[src/rtl/cpu_pkg.sv]
// Shared datapath widths, ALU operation encoding and the control bundle
// that travels down the pipeline as a single field.
package cpu_pkg;

    localparam int DATA_W = 19;
    localparam int ADDR_W = 5;
    localparam int ALU_W  = 4;
    localparam int PC_REG = 19;

    typedef enum logic [ALU_W-1:0] {
        ALU_ADD   = 4'd0,
        ALU_SUB   = 4'd1,
        ALU_AND   = 4'd2,
        ALU_OR    = 4'd3,
        ALU_XOR   = 4'd4,
        ALU_SLL   = 4'd5,
        ALU_SRL   = 4'd6,
        ALU_SRA   = 4'd7,
        ALU_SLT   = 4'd8,
        ALU_SLTU  = 4'd9,
        ALU_PASSB = 4'd10
    } alu_op_e;

    typedef struct packed {
        logic    reg_write;
        logic    mem_read;
        logic    mem_write;
        alu_op_e alu_ctrl;
    } ctrl_t;

    typedef enum logic {
        ST_RUN   = 1'b0,
        ST_STALL = 1'b1
    } stage_state_e;

endpackage

[src/rtl/hazard_detect.sv]
// Load-use hazard: the load in EX writes a register that the decode
// instruction reads. The hard-zero register and the PC are never sources.
module hazard_detect
    import cpu_pkg::*;
(
    input  logic              valid_d,
    input  logic              valid_e,
    input  logic              mem_read_e,
    input  logic [ADDR_W-1:0] a1_d,
    input  logic [ADDR_W-1:0] a2_d,
    input  logic [ADDR_W-1:0] a3_e,
    output logic              hazard
);

    assign hazard = valid_d && valid_e && mem_read_e
                 && (a3_e != '0)
                 && (a3_e != ADDR_W'(PC_REG))
                 && ((a3_e == a1_d) || (a3_e == a2_d));

endmodule

[src/rtl/id_ex_stage_reg.sv]
// ID/EX pipeline register with load-use stall sequencing and branch flush.
// A hazard cycle plus LOAD_STALL-1 cycles in STALL give LOAD_STALL bubbles.
module id_ex_stage_reg
    import cpu_pkg::*;
#(
    parameter int LOAD_STALL = 1
) (
    input  logic              clk,
    input  logic              reset,
    input  logic              valid_d,
    input  logic [ADDR_W-1:0] a1_d,
    input  logic [ADDR_W-1:0] a2_d,
    input  logic [ADDR_W-1:0] a3_d,
    input  logic [DATA_W-1:0] rd1_d,
    input  logic [DATA_W-1:0] rd2_d,
    input  logic [DATA_W-1:0] imm_d,
    input  logic              reg_write_d,
    input  logic              mem_read_d,
    input  logic              mem_write_d,
    input  logic [ALU_W-1:0]  alu_ctrl_d,
    input  logic              flush_e,
    output logic              stall_d,
    output logic              valid_e,
    output logic [ADDR_W-1:0] a1_e,
    output logic [ADDR_W-1:0] a2_e,
    output logic [ADDR_W-1:0] a3_e,
    output logic [DATA_W-1:0] rd1_e,
    output logic [DATA_W-1:0] rd2_e,
    output logic [DATA_W-1:0] imm_e,
    output logic              reg_write_e,
    output logic              mem_read_e,
    output logic              mem_write_e,
    output logic [ALU_W-1:0]  alu_ctrl_e
);

    stage_state_e      state_q, state_d;
    logic [2:0]        cnt_q, cnt_d;
    logic              ex_valid_q, ex_valid_d;
    logic [ADDR_W-1:0] ex_a1_q, ex_a1_d;
    logic [ADDR_W-1:0] ex_a2_q, ex_a2_d;
    logic [ADDR_W-1:0] ex_a3_q, ex_a3_d;
    logic [DATA_W-1:0] ex_rd1_q, ex_rd1_d;
    logic [DATA_W-1:0] ex_rd2_q, ex_rd2_d;
    logic [DATA_W-1:0] ex_imm_q, ex_imm_d;
    ctrl_t             ex_ctrl_q, ex_ctrl_d;
    logic              hazard;
    logic              capture;

    hazard_detect u_hazard_detect (
        .valid_d    (valid_d),
        .valid_e    (ex_valid_q),
        .mem_read_e (ex_ctrl_q.mem_read),
        .a1_d       (a1_d),
        .a2_d       (a2_d),
        .a3_e       (ex_a3_q),
        .hazard     (hazard)
    );

    // Flush outranks stall in both states; anything not captured is a bubble.
    always_comb begin
        state_d = state_q;
        cnt_d   = cnt_q;
        stall_d = 1'b0;
        capture = 1'b0;
        case (state_q)
            ST_RUN: begin
                if (flush_e) begin
                    capture = 1'b0;
                end else if (hazard) begin
                    stall_d = 1'b1;
                    if (LOAD_STALL > 1) begin
                        state_d = ST_STALL;
                        cnt_d   = 3'(LOAD_STALL - 1);
                    end
                end else begin
                    capture = 1'b1;
                end
            end
            ST_STALL: begin
                if (flush_e) begin
                    state_d = ST_RUN;
                    cnt_d   = 3'd0;
                end else begin
                    stall_d = 1'b1;
                    cnt_d   = cnt_q - 3'd1;
                    if (cnt_q == 3'd1) begin
                        state_d = ST_RUN;
                    end
                end
            end
            default: begin
                state_d = ST_RUN;
                cnt_d   = 3'd0;
            end
        endcase
    end

    always_comb begin
        ex_valid_d = 1'b0;
        ex_a1_d    = '0;
        ex_a2_d    = '0;
        ex_a3_d    = '0;
        ex_rd1_d   = '0;
        ex_rd2_d   = '0;
        ex_imm_d   = '0;
        ex_ctrl_d  = '0;
        if (capture) begin
            ex_valid_d = valid_d;
            ex_a1_d    = a1_d;
            ex_a2_d    = a2_d;
            ex_a3_d    = a3_d;
            ex_rd1_d   = rd1_d;
            ex_rd2_d   = rd2_d;
            ex_imm_d   = imm_d;
            ex_ctrl_d  = '{reg_write: reg_write_d,
                           mem_read:  mem_read_d,
                           mem_write: mem_write_d,
                           alu_ctrl:  alu_op_e'(alu_ctrl_d)};
        end
    end

    always_ff @(posedge clk or negedge reset) begin
        if (!reset) begin
            state_q    <= ST_RUN;
            cnt_q      <= 3'd0;
            ex_valid_q <= 1'b0;
            ex_a1_q    <= '0;
            ex_a2_q    <= '0;
            ex_a3_q    <= '0;
            ex_rd1_q   <= '0;
            ex_rd2_q   <= '0;
            ex_imm_q   <= '0;
            ex_ctrl_q  <= '0;
        end else begin
            state_q    <= state_d;
            cnt_q      <= cnt_d;
            ex_valid_q <= ex_valid_d;
            ex_a1_q    <= ex_a1_d;
            ex_a2_q    <= ex_a2_d;
            ex_a3_q    <= ex_a3_d;
            ex_rd1_q   <= ex_rd1_d;
            ex_rd2_q   <= ex_rd2_d;
            ex_imm_q   <= ex_imm_d;
            ex_ctrl_q  <= ex_ctrl_d;
        end
    end

    assign valid_e     = ex_valid_q;
    assign a1_e        = ex_a1_q;
    assign a2_e        = ex_a2_q;
    assign a3_e        = ex_a3_q;
    assign rd1_e       = ex_rd1_q;
    assign rd2_e       = ex_rd2_q;
    assign imm_e       = ex_imm_q;
    assign reg_write_e = ex_ctrl_q.reg_write;
    assign mem_read_e  = ex_ctrl_q.mem_read;
    assign mem_write_e = ex_ctrl_q.mem_write;
    assign alu_ctrl_e  = ex_ctrl_q.alu_ctrl;

endmodule

[config.mk]
export PLATFORM = sky130hd
export DESIGN_NAME = id_ex_stage_reg
export DESIGN_NICKNAME = d
export VERILOG_FILES = /design/src/rtl/cpu_pkg.sv /design/src/rtl/hazard_detect.sv /design/src/rtl/id_ex_stage_reg.sv
export SDC_FILE = /design/constraint.sdc
export NUM_CORES = 1
export LEC_CHECK = 0
export CAP_MARGIN = 20
export CORE_UTILIZATION = 40
export CTS_CLUSTER_SIZE = 25
export DETAILED_ROUTE_END_ITERATION = 7
export GPL_TIMING_DRIVEN = 0
export PLACE_DENSITY = 0.8
export SYNTH_ARGS = -nofsm -noshare
export SYNTH_HDL_FRONTEND = slang
export SYNTH_SLANG_ARGS = --single-unit
export TNS_END_PERCENT = 5
[constraint.sdc]
create_clock -name clk -period 2.2 [get_ports clk]
set_input_delay 0.44 -clock clk [delete_from_list [all_inputs] [get_ports clk]]
set_output_delay 0.44 -clock clk [all_outputs]
set_load 0.1 [all_outputs]
==> results.json <==
{
  "status": "finished with violations",
  "violations": "setup timing",
  "via_count": 2852,
  "antenna_found_initial": 0,
  "die_y_um": 92.3,
  "dp_slack_ps": -1290,
  "period_share": 1.07,
  "routedWlPerCell_um": 14.5,
  "initial_core_util": 0.418,
  "place_area_mm2": 0.00507,
  "fin_ws_ps": -158,
  "finalMaxSlewViolations": 0,
  "critPathMaxFanout": 3,
  "route.detailed.drc": 0,
  "worst_pin_slew_ps": 999,
  "maxSlewHeadroom": 0.337,
  "clk_pin_slew_ps": 80,
  "cts_sinks": 84,
  "gp_congestion": 0.729,
  "endpoint": "stall_d",
  "synth_top_area_frac": 0.644,
  "synth_largest_area_cell": "dfrtp_1",
  "gr-total-overflow": 0,
  "fp.coreArea_mm2": 0.00781,
  "ys_ff_latch": 84,
  "regToRegEndpoint": "rd1_e[15]",
  "endpoint_kind": "output pin",
  "routed_wl_mm": 8.63,
  "nNetsFinal": 575,
  "cp_data_required_time_ps": 1760,
  "critPathLaunchType": "flop",
  "cpPeakStageDelay_ps": 490,
  "finalHoldViolations": 0,
  "drt-initial-drc-count": 70,
  "r2r_cells": 7,
  "die_width_um": 92.3,
  "cts_buffers": 9,
  "synth_warnings": 0,
  "period_minus_slack_ps": 2360,
  "track_usage": 0.209,
  "finalInstanceArea_mm2": 0.00527,
  "rr_startpoint": "a3_e[0]",
  "cp_cell_sequence": "or3_4, a211oi_4, nor2_4, a31o_4, buf_12",
  "finClkSkew_ps": 8.28,
  "slowest_stage": "dfrtp_4",
  "htreeDepth": 3,
  "num_antenna_cells": 0,
  "finalSetupViolCount": 1,
  "vias_per_cell": 4.78,
  "synth.area.top_cells": "dfrtp_1 (64%), a21oi_1 (11%), nand2_1 (8.4%), a211oi_2 (4.6%), xnor2_1 (2.7%)",
  "cts_tree": "built",
  "cts-root-buf": "clkbuf_8",
  "die-area_mm2": 0.00853,
  "syn_nets": 393,
  "rows": 32,
  "synth_cells": 308,
  "clock_latency_ps": 330,
  "utilization": 0.674,
  "grt_pass1_vias": 2842,
  "p_leak_nw": 2.64,
  "grt_pass1_wl_mm": 13.8,
  "hp-class": "in -> async",
  "syn_area_mm2": 0.00326,
  "critPathKind": "reg -> out",
  "io_buffers": 163,
  "grt_max_degree": 62,
  "r2r_slack_ps": 220,
  "rsz0062_at_grt": "yes",
  "ir_worst_vdd_v": 0.000557,
  "dp_hpwl_mm": 6.18,
  "syn_to_final_growth_pct": 61.3,
  "ys_seq_area_frac": 0.644,
  "clockBufferDepth": 2,
  "max-cap-violations": 0,
  "power_density_mw_per_mm2": 723,
  "ys_types": 22,
  "dr.pass1.iters": 4,
  "ioPinCount": 164,
  "drive_gt1_frac": 0.117,
  "fmax_ghz": 0.424,
  "syn_avg_cell_area_um2": 10.6,
  "critical_path.startpoint": "a3_e[0]",
  "cp_data_arrival_time_ps": 1920,
  "ant_nets": 0
}
synth_stat cells (all sizes together):
| cell | instances |
|---|---|
| a21oi | 70 |
| o2bb2ai | 1 |
| a211oi | 12 |
| nand3 | 5 |
| xnor2 | 10 |
| nor2 | 3 |
| inv | 15 |
| clkbuf | 15 |
| dfrtp | 84 |
| mux2i | 1 |
| nor2b | 1 |
| buf | 10 |
| ha | 2 |
| or3 | 1 |
| nand2 | 73 |
| or2 | 1 |
| o21ai | 2 |
| o22ai | 1 |
| a31o | 1 |
per-stage QoR:
| step | TNS (ps) | total power, mW | hold slack (ps) | cells |
|---|---|---|---|---|
| floorplan | 0 | 2.39 | 144 | 308 |
| global placement | -193940 | 2.76 | 527 | 573 |
| detailed placement | -12950 | 2.78 | 366 | 574 |
| CTS | -145 | 3.83 | 539 | 594 |
| global route | -230 | 3.96 | 547 | 597 |
| finish | -158 | 3.81 | 542 | 597 |
sequential cells by signal, summed over array words and instances (netlist names):
name,cells
mem_write_e,1
reg_write_e,1
valid_e,1
alu_ctrl_e,4
state_q,1
a2_e,5
mem_read_e,1
imm_e,19
a3_e,5
cnt_q,3
a1_e,5
rd2_e,19
rd1_e,19
cell families (layout without fill, tap and decap cells):
group                      Yosys count  after routing  share of synthesized area
AOI/OAI and AO/OA                   87             87                      0.166
DFF                                 84             84                      0.644
and+or+nand+nor                     84             84                      0.102
buffers and inverters               40            227                     0.0514
xor gates and xnor gates            10             10                     0.0268
adders and majority gates            2              2                    0.00766
muxes                                1              1                    0.00307
routing by layer:
layer | wire length [µm] | up-vias | track usage
met2 | 4450 | 117 | 0.355
met5 | 0 | - | 0
met4 | 179 | 0 | 0.0638
met3 | 566 | 17 | 0.0599
li1 | - | 1368 | -
met1 | 3440 | 1350 | 0.258
cells in the final DEF (no fill, tap or decap), types with 2 or more instances in the layout:
cell type,count
buf_4,7
dfrtp_1,77
a21oi_1,70
nand2_1,73
o21ai_0,2
xnor2_1,10
inv_1,15
clkinv_2,2
clkbuf_8,11
buf_2,8
nand3_1,5
dfrtp_2,6
clkbuf_1,16
dlygate4sd2_1,79
a211oi_2,11
ha_1,2
clkdlybuf4s50_1,81
worst min-delay path by stage:
stage | endpoint | slack [ps]
6_report | a1_e[0] | 540
3_3_place_gp | state_q | 530
5_1_grt | a1_e[0] | 550
3_5_place_dp | a1_e[0] | 370
2_1_floorplan | a1_e[0] | 140
4_1_cts | a1_e[0] | 540
what timing repair did:
action	in CTS	in global routing
setup buffers	3	3
hold buffers	1	0
pin swaps	5	1
resized for setup	91	4
hold endpoints to repair	10	0
setup endpoints to repair	81	11
cell type report:
| cell class | count | area [µm²] |
|---|---|---|
| Multi-Input combinational cell | 184 | 1030 |
| Clock inverter | 4 | 47.5 |
| Tap cell | 102 | 128 |
| Timing Repair Buffer | 171 | 1620 |
| Inverter | 15 | 56.3 |
| Fill cell | 662 | 2540 |
| Buffer | 25 | 111 |
| Clock buffer | 12 | 155 |
| Sequential cell | 84 | 2110 |
where the power goes:
| part | internal [mW] | switching (mW) | total [mW] |
|---|---|---|---|
| Combinational | 0.277 | 0.790 | 1.07 |
| Clock | 0.584 | 0.516 | 1.10 |
| Sequential | 1.62 | 0.0229 | 1.64 |
critical path, delay by kind of cell, from the launching register on:
family / cells / cell delay [ps]
DFF: 1 / 490
AOI/OAI and AO/OA: 2 / 510
and+or+nand+nor: 2 / 410
buffers and inverters: 1 / 160
(Power assumes the default switching activity.)
